### src/rtl/if_stage_sram.sv
// Instruction-fetch stage: owns the PC, issues one SRAM fetch at a time and
// buffers the fetched instruction for decode; branch cancels redirect the PC.
module if_stage_sram #(
    parameter logic [31:0] RESET_PC = 32'h1c000000
) (
    input  logic        clk,
    input  logic        resetn,
    input  logic        ds_allowin,
    input  logic [33:0] br_bus,
    output logic        fs_to_ds_valid,
    output logic [63:0] fs_to_ds_bus,
    output logic        inst_sram_req,
    output logic        inst_sram_wr,
    output logic [1:0]  inst_sram_size,
    output logic [3:0]  inst_sram_wstrb,
    output logic [31:0] inst_sram_addr,
    output logic [31:0] inst_sram_wdata,
    input  logic        inst_sram_addr_ok,
    input  logic        inst_sram_data_ok,
    input  logic [31:0] inst_sram_rdata
);

    typedef enum logic [1:0] {S_IDLE, S_REQ, S_WAIT, S_HOLD} state_t;

    state_t      r_state;
    state_t      w_next;
    logic [31:0] r_reqPc;
    logic [31:0] r_fsPc;
    logic [31:0] r_instBuf;
    logic        r_drop;
    logic        r_brPend;
    logic [31:0] r_brTgt;
    logic        r_reqFromBr;
    logic        w_cancel;
    logic [31:0] w_redirPc;
    logic        w_reqOut;
    logic        w_validOut;
    logic        w_unused;

    assign w_cancel  = br_bus[33];
    assign w_unused  = br_bus[32];
    assign w_redirPc = w_cancel ? br_bus[31:0] : r_brTgt;

    always_ff @(posedge clk or negedge resetn) begin
        if (!resetn) r_state <= S_IDLE;
        else         r_state <= w_next;
    end

    always_comb begin
        w_next = r_state;
        case (r_state)
            S_IDLE: w_next = S_REQ;
            S_REQ:  if (inst_sram_addr_ok) w_next = S_WAIT;
            S_WAIT: if (inst_sram_data_ok) w_next = (!r_drop && !w_cancel) ? S_HOLD : S_REQ;
            S_HOLD: if (w_cancel || ds_allowin) w_next = S_REQ;
            default: w_next = S_IDLE;
        endcase
    end

    always_comb begin
        w_reqOut   = 1'b0;
        w_validOut = 1'b0;
        case (r_state)
            S_REQ:   w_reqOut   = 1'b1;
            S_HOLD:  w_validOut = 1'b1;
            default: ;
        endcase
    end

    // r_reqFromBr remembers that the pending request is the redirect itself,
    // so its acceptance retires r_brPend; a later cancel makes it stale again.
    always_ff @(posedge clk or negedge resetn) begin
        if (!resetn) begin
            r_reqPc     <= RESET_PC;
            r_fsPc      <= 32'd0;
            r_instBuf   <= 32'd0;
            r_drop      <= 1'b0;
            r_brPend    <= 1'b0;
            r_brTgt     <= 32'd0;
            r_reqFromBr <= 1'b0;
        end else begin
            case (r_state)
                S_IDLE: begin
                    r_reqPc     <= RESET_PC;
                    r_reqFromBr <= 1'b0;
                end
                S_REQ: begin
                    if (inst_sram_addr_ok) begin
                        r_fsPc <= r_reqPc;
                        if (r_reqFromBr) r_brPend <= 1'b0;
                    end
                    if (w_cancel) begin
                        r_drop      <= 1'b1;
                        r_reqFromBr <= 1'b0;
                    end
                end
                S_WAIT: begin
                    if (inst_sram_data_ok) begin
                        if (!r_drop && !w_cancel) begin
                            r_instBuf <= inst_sram_rdata;
                        end else begin
                            r_drop      <= 1'b0;
                            r_reqPc     <= w_redirPc;
                            r_reqFromBr <= 1'b1;
                        end
                    end else if (w_cancel) begin
                        r_drop <= 1'b1;
                    end
                end
                S_HOLD: begin
                    if (w_cancel) begin
                        r_reqPc     <= w_redirPc;
                        r_reqFromBr <= 1'b1;
                    end else if (ds_allowin) begin
                        r_reqPc     <= r_brPend ? r_brTgt : r_fsPc + 32'd4;
                        r_reqFromBr <= r_brPend;
                    end
                end
                default: ;
            endcase
            if (w_cancel) begin
                r_brTgt  <= br_bus[31:0];
                r_brPend <= 1'b1;
            end
        end
    end

    assign fs_to_ds_valid  = w_validOut;
    assign fs_to_ds_bus    = {r_instBuf, r_fsPc};
    assign inst_sram_req   = w_reqOut;
    assign inst_sram_wr    = 1'b0;
    assign inst_sram_size  = 2'd2;
    assign inst_sram_wstrb = 4'd0;
    assign inst_sram_addr  = r_reqPc;
    assign inst_sram_wdata = 32'd0;

endmodule

### config.mk
export PLATFORM = sky130hd
export DESIGN_NAME = if_stage_sram
export DESIGN_NICKNAME = d
export VERILOG_FILES = /design/src/rtl/if_stage_sram.sv
export SDC_FILE = /design/constraint.sdc
export NUM_CORES = 1
export LEC_CHECK = 0
export BUFFER_PORTS_ARGS = -buffer_cell sky130_fd_sc_hd__buf_2
export CAP_MARGIN = 10
export CORE_ASPECT_RATIO = 0.8
export CORE_MARGIN = 4
export CORE_UTILIZATION = 40
export DETAILED_ROUTE_END_ITERATION = 12
export PLACE_DENSITY = 0.64
export SLEW_MARGIN = 20
export SYNTH_ARGS = -nofsm -noshare
export SYNTH_HDL_FRONTEND = slang
export SYNTH_SLANG_ARGS = --single-unit
### constraint.sdc
create_clock -name clk -period 4.7 [get_ports clk]
set_input_delay 0.705 -clock clk [delete_from_list [all_inputs] [get_ports clk]]
set_output_delay 0.705 -clock clk [all_outputs]
set_load 0.005 [all_outputs]
# Word-level counts from Yosys, hierarchy flattened
# Cells that the tools add are included.
[totals] reg_bits=133 inputBits=71 output_inout_bits=137 wordCells=64
[classes] addsub=1 n_eq_ne=10 n_mux=28 reduce_logical=17
[op_table] cell="$mux 32" count=6
[op_table] cell="$pmux 32 s3" count=1
[op_table] cell="$add 32x3->32 const B" count=1
[op_table] cell="$mux 1" count=14
[op_table] cell="$ne 2x2->1 const B" count=5
[op_table] cell="$reduce_and 3->1" count=3
[op_table] cell="$mux 2" count=4
[op_table] cell="$pmux 2 s4" count=1
[op_table] cell="$reduce_and 4->1" count=2
[op_table] cell="$reduce_bool 2->1" count=4
[op_table] cell="$ne 3x3->1 const B" count=2
[op_table] cell="$eq 2x2->1 const B" count=2
[op_table] cell="$pmux 1 s4" count=1
[op_table] cell="$reduce_and 2->1" count=2
[op_table] cell="$reduce_bool 3->1" count=1
[op_table] cell="$eq 2x1->1 const B" count=1
[op_table] cell="$logic_not 1->1" count=2
[op_table] cell="$logic_not 2->1" count=1
[op_table] cell="$pmux 1 s2" count=1
[op_table] cell="$logic_and 1x1->1" count=1
[op_table] cell="$logic_or 1x1->1" count=1

# Logic depth before layout (Yosys ltp)
[depth] depth_word=5 mapped_depth=9 mapped_depth_nobuf=7

# Worst setup path after synthesis
# Ideal clock, no wire load.
[synth_path] path_kind="input-to-reg" start="in br_bus[33]" end="reg r_reqPc[25] (netlist: inst_sram_addr[25])" setup_ps=128 arrival_ps=2093 t_required_ps=4572 path_slack_ps=2479 cell_stages=7 path_buffers=2 cell_sequence="buf_2 or3b_2 and4b_1 buf_6 and3_1 a211oi_1 a31oi_1"
[synth_via] elab_chain_len=4 elab_cells_between_ends=10 cone_classes="eq/ne: 2; mux: 5; reduce/logical: 3"
[synth_rtl] item="start, declared" line="9" source="input logic [33:0] br_bus,"
[synth_rtl] item="$mux 32 or $logic_not 1->1 (tied branches)"
[synth_rtl] item="$mux 32 or $logic_and 1x1->1 (tied branches)" line="99" source="if (!r_drop && !w_cancel) begin"
[synth_rtl] item="$mux 32 or $ne 2x2->1 (tied branches)"
[synth_rtl] item="$pmux 32 s3 or $reduce_and 4->1 (tied branches)"
[synth_rtl] item="end signal, assigned" line="103" source="r_reqPc <= w_redirPc;"
[synth_rtl] item="end signal, assigned" line="112" source="r_reqPc <= w_redirPc;"
[synth_rtl] item="end signal, assigned" line="115" source="r_reqPc <= r_brPend ? r_brTgt : r_fsPc + 32'd4;"
[synth_rtl] item="end, declared" line="27" source="logic [31:0] r_reqPc;"
# Parallel ways exist; a longest one is shown, timed or not. The select of a mux whose other input is x is not followed.
# A chain may end at the register's enable or synchronous reset.

# Worst setup path after layout
[layout_path] start="reg r_state[0]" end="reg r_reqPc[16] (netlist: inst_sram_addr[16])"
[layout_via] elab_chain_len=3 elab_cells_between_ends=9 cone_classes="eq/ne: 5; mux: 1; reduce/logical: 3"
[layout_rtl] item="start, declared" line="25" source="state_t r_state;"
[layout_rtl] item="start signal, assigned" line="46" source="else r_state <= w_next;"
[layout_rtl] item="$eq 2x2->1 or $logic_not 2->1 (tied branches)" line="82" source="case (r_state)"
[layout_rtl] item="$ne 3x3->1 (no line) (tied with other cells)"
[layout_rtl] item="$reduce_and 4->1 (no line)"
# Parallel ways exist; a longest one is shown, timed or not.

==> metrics.md <==
| Metric | Value |
|---|---|
| Status | completed |
| Share of cells above drive strength 1 | 38.9% |
| Number of global-route vias before repair | 5478 |
| Placeable Area | 17300 um2 |
| Static Leak | 4.12 nW |
| Synthesized area | 7030 um2 |
| Initial DRC count | 365 |
| Max H-tree Level | 4 |
| Worst setup EP type | flop |
| CP Data Required Time | 5010 ps |
| Vias | 5546 |
| WHS | 328 ps |
| Slew margin rel. | 46.9% |
| Final #Nets | 888 |
| Critical-path maximum fanout | 33 |
| Ports | 208 |
| Total track usage | 19.1% |
| DR DRC count | 0 |
| Horiz. Die Dim | 156 um |
| Clock Skew | 6.86 ps |
| Met1 WL | 8530 um |
| Wire length on met2 | 8490 um |
| Synth Warn # | 0 |
| Worst-Margin Slew | 795 ps |
| DPL Wire Length | 13300 um |
| Switching pwr | 1.87 mW |
| RSZ-0062 raised after global routing | no |
| Fin. max-slew vios | 0 |
| #FFs+latches synth | 133 |
| Dominant synthesized flop cell | dfrtp_1 |
| Die H | 127 um |
| Clk_lat worst skew | 420 ps |
| CP max-delay cell | and4b_1 |
| Most used cell, CP | buf_4 |
| Tmin final | 2740 ps |
| Top Layer Used | met5 |
| Cell row count | 43 |
| Critical path startpoint category | flop |
| Sum Neg Setup Slack | 0 ps |
| Clock Pin Slew Worst Setup and Hold Paths | 70 ps |
| Period utilisation layout | 58.3% |
| CTS Buffer Depth | 2 |
| Synthesized netlist cell count | 660 |
| Vias per cell | 5.27 |
| Worst Path Arrival | 3050 ps |
| Reg2Reg Depth | 7 |
| CTS Root Cell | clkbuf_16 |
| Initial antenna violation count | 2 |
| Largest net degree at the start of global routing | 79 |
| RePlAce Congestion | 0.788 |
| Switching Share | 37.7% |
| CTS buffer count | 17 |
| Worst path top cell family by delay | simple AND/OR/NAND/NOR gates |
| Flop-to-flop setup slack | 1960 ps |
| Register share of total power | 38.5% |
| Worst path cell trace | inv_1, ha_1, buf_4, or3b_1, and4b_1, buf_4, mux2_2 |
| Fin. Hold Viols | 0 |
| Power Density | 586 nW/um2 |
| Met3 WL | 1490 um |
| Part of the Yosys area used for sequential elements | 47.4% |
| Type of the tightest min-delay check | in2async |
| Maximum capacitance violations | 0 |
| Maximum vdd drop | 0.000262 V |
| Die Area | 19800 um2 |
| CP Buf/Inv Count | 3 |
| Port Buffer Count | 167 |
| Ys async rst share | 100% |
| # fillers | 1597 |
| Max Clk Rate | 365 MHz |
| Clock network fraction of design power | 27.1% |
| Grt ovf | 0 |
| Sink Count | 133 |
| Initial core utilization | 40.7% |
| Layout area overhead | 20.8% |
| Final WL | 18800 um |
| Hold Buf Count CTS | 0 |
| Number of flops mapped to enable cells by yosys | 0 |
| Yosys cell types | 66 |
| Post-CTS resize count | 0 |
| Worst reg2reg endpoint | inst_sram_addr[16] |
| Worst setup path class | reg2reg |
| Internal power | 3.10 mW |
| Setup Viol. Count Final | 0 |
| CTS tree | done |
| Post-DR wirelength/cell | 17.8 um |
| Post-CTS Setup Bufs | 0 |
| First-pass GRT wire length | 29800 um |
| Antenna-violating nets left | 0 |
| Worst path max stage delay | 740 ps |
| Avg Inst Size Synth | 10.7 um2 |
| Share of total power in combinational logic | 34.4% |
| Origin of the critical flop-to-flop path | r_state[0] |
| Drt first pass iters | 5 |
cell families (layout without fill, tap and decap cells):
kind of cell	count (synthesis)	count (layout)	synth area share [%]
other cells	2	42	0.107
fa+ha+maj	5	5	0.890
simple gates	160	160	12.3
compound gates	146	146	13.5
buf+inv	99	227	7.97
mux	99	99	15.8
xor+xnor	16	16	1.99
flops	133	133	47.4
metrics by stage:
stage / total power, mW / util (%) / instance area [um2] / cells / setup slack (ps)
CTS: 5.04 / 49.1 / 8490 / 1050 / 1940
global placement: 3.62 / 45.6 / 7880 / 1018 / 1640
floorplan: 2.94 / - / 7170 / 697 / 2480
finish: 4.97 / 49.2 / 8500 / 1053 / 1960
detailed placement: 3.66 / 45.6 / 7880 / 1018 / 1620
global route: 5.33 / 49.1 / 8490 / 1050 / 1810
cell usage in the layout, fill, tap and decap left out, types with 3 or more instances in the layout:
master	synthesis	final
o221ai_1	5	5
and2_1	3	3
or2_2	3	3
a22oi_1	9	9
o31ai_1	10	10
xor2_1	3	3
a22o_1	9	9
inv_8	0	6
dfrtp_1	130	130
mux2_2	94	94
o21ai_0	30	30
a221oi_1	4	4
o21a_1	5	5
xnor2_1	13	13
nor4_1	8	8
diode_2	0	3
nand2_1	36	36
nand2b_1	5	5
mux2i_1	3	3
inv_1	17	17
buf_4	40	11
clkbuf_16	0	17
ha_1	5	5
nor2b_1	6	6
nand4_2	4	4
o22ai_1	7	7
nor3_1	15	15
nand3_1	17	17
and3_1	6	6
a31oi_1	9	9
dfstp_2	3	3
buf_2	13	166
nor2_1	33	32
a21oi_1	38	38
nand4_1	8	8
inv_6	0	4
conb_1	2	39
or4_1	3	3
power groups by stage:
stage / combinational (mW) / clock, mW / sequential [mW]
detailed placement: 1.74 / 0 / 1.93
global placement: 1.70 / 0 / 1.92
finish: 1.71 / 1.35 / 1.91
global route: 1.91 / 1.44 / 1.97
CTS: 1.75 / 1.38 / 1.91
floorplan: 1.08 / 0 / 1.86
cell type report:
type	count	area (um2)	area share (%)
sequential	133	3330	39.2
multi-input combinational	465	3280	38.6
timing repair buffer	178	925	10.9
clock buffer	17	425	5.01
tap	225	282	3.31
clock inverter	15	181	2.14
inverter	17	63.8	0.751
antenna	3	7.51	0.0884
per-layer routing:
| layer | GRT usage (%) | vias to the layer above |
|---|---|---|
| met1 | 26.3 | 2703 |
| met4 | 5.20 | 4 |
| met2 | 28.7 | 178 |
| met5 | 0 | - |
| li1 | - | 2643 |
| met3 | 6.92 | 18 |
worst max-delay path by stage:
stage	start	end	slack (ps)	depth (start not counted)
after floorplan	br_bus[33]	inst_sram_addr[25]	2480	7
after global placement	br_bus[33]	inst_sram_addr[17]	1640	5
after detailed placement	br_bus[33]	inst_sram_addr[16]	1620	5
after CTS	r_state[0]	inst_sram_addr[16]	1940	7
after global routing	r_state[0]	inst_sram_addr[16]	1810	7
final	r_state[0]	inst_sram_addr[16]	1960	7
cell usage after synthesis (all sizes together) (2+ instances only):
cell | number | area, um2
xor2 | 3 | 26.3
ha | 5 | 62.6
clkbuf | 21 | 78.8
nand4 | 12 | 100
conb | 2 | 7.51
nand3b | 2 | 15.0
a21oi | 38 | 190
a22o | 9 | 78.8
nand2b | 5 | 31.3
a21o | 2 | 15.0
and3 | 6 | 37.5
o22ai | 7 | 43.8
a211oi | 2 | 15.0
a221oi | 5 | 50.0
o221ai | 5 | 43.8
nand2 | 36 | 135
mux2i | 3 | 30.0
inv | 17 | 63.8
and2 | 3 | 18.8
nor2 | 33 | 124
xnor2 | 13 | 114
dfrtp | 130 | 3250
nor3 | 15 | 75.1
dfstp | 3 | 78.8
mux2 | 96 | 1080
or2 | 4 | 25.0
o21ai | 32 | 160
nor2b | 6 | 37.5
a31oi | 9 | 56.3
buf | 61 | 418
o21a | 5 | 37.5
nand3 | 17 | 85.1
o211a | 2 | 20.0
a22oi | 9 | 67.6
o31ai | 10 | 75.1
or4 | 4 | 33.8
and4 | 2 | 18.8
or3b | 2 | 17.5
nor4 | 10 | 83.8
sequential cells by signal, indices dropped and copies added (netlist names):
name	count
r_state	2
r_brPend	1
r_reqFromBr	1
r_instBuf	32
inst_sram_addr	32
r_fsPc	32
r_brTgt	32
r_drop	1
(Power assumes the default switching activity.)
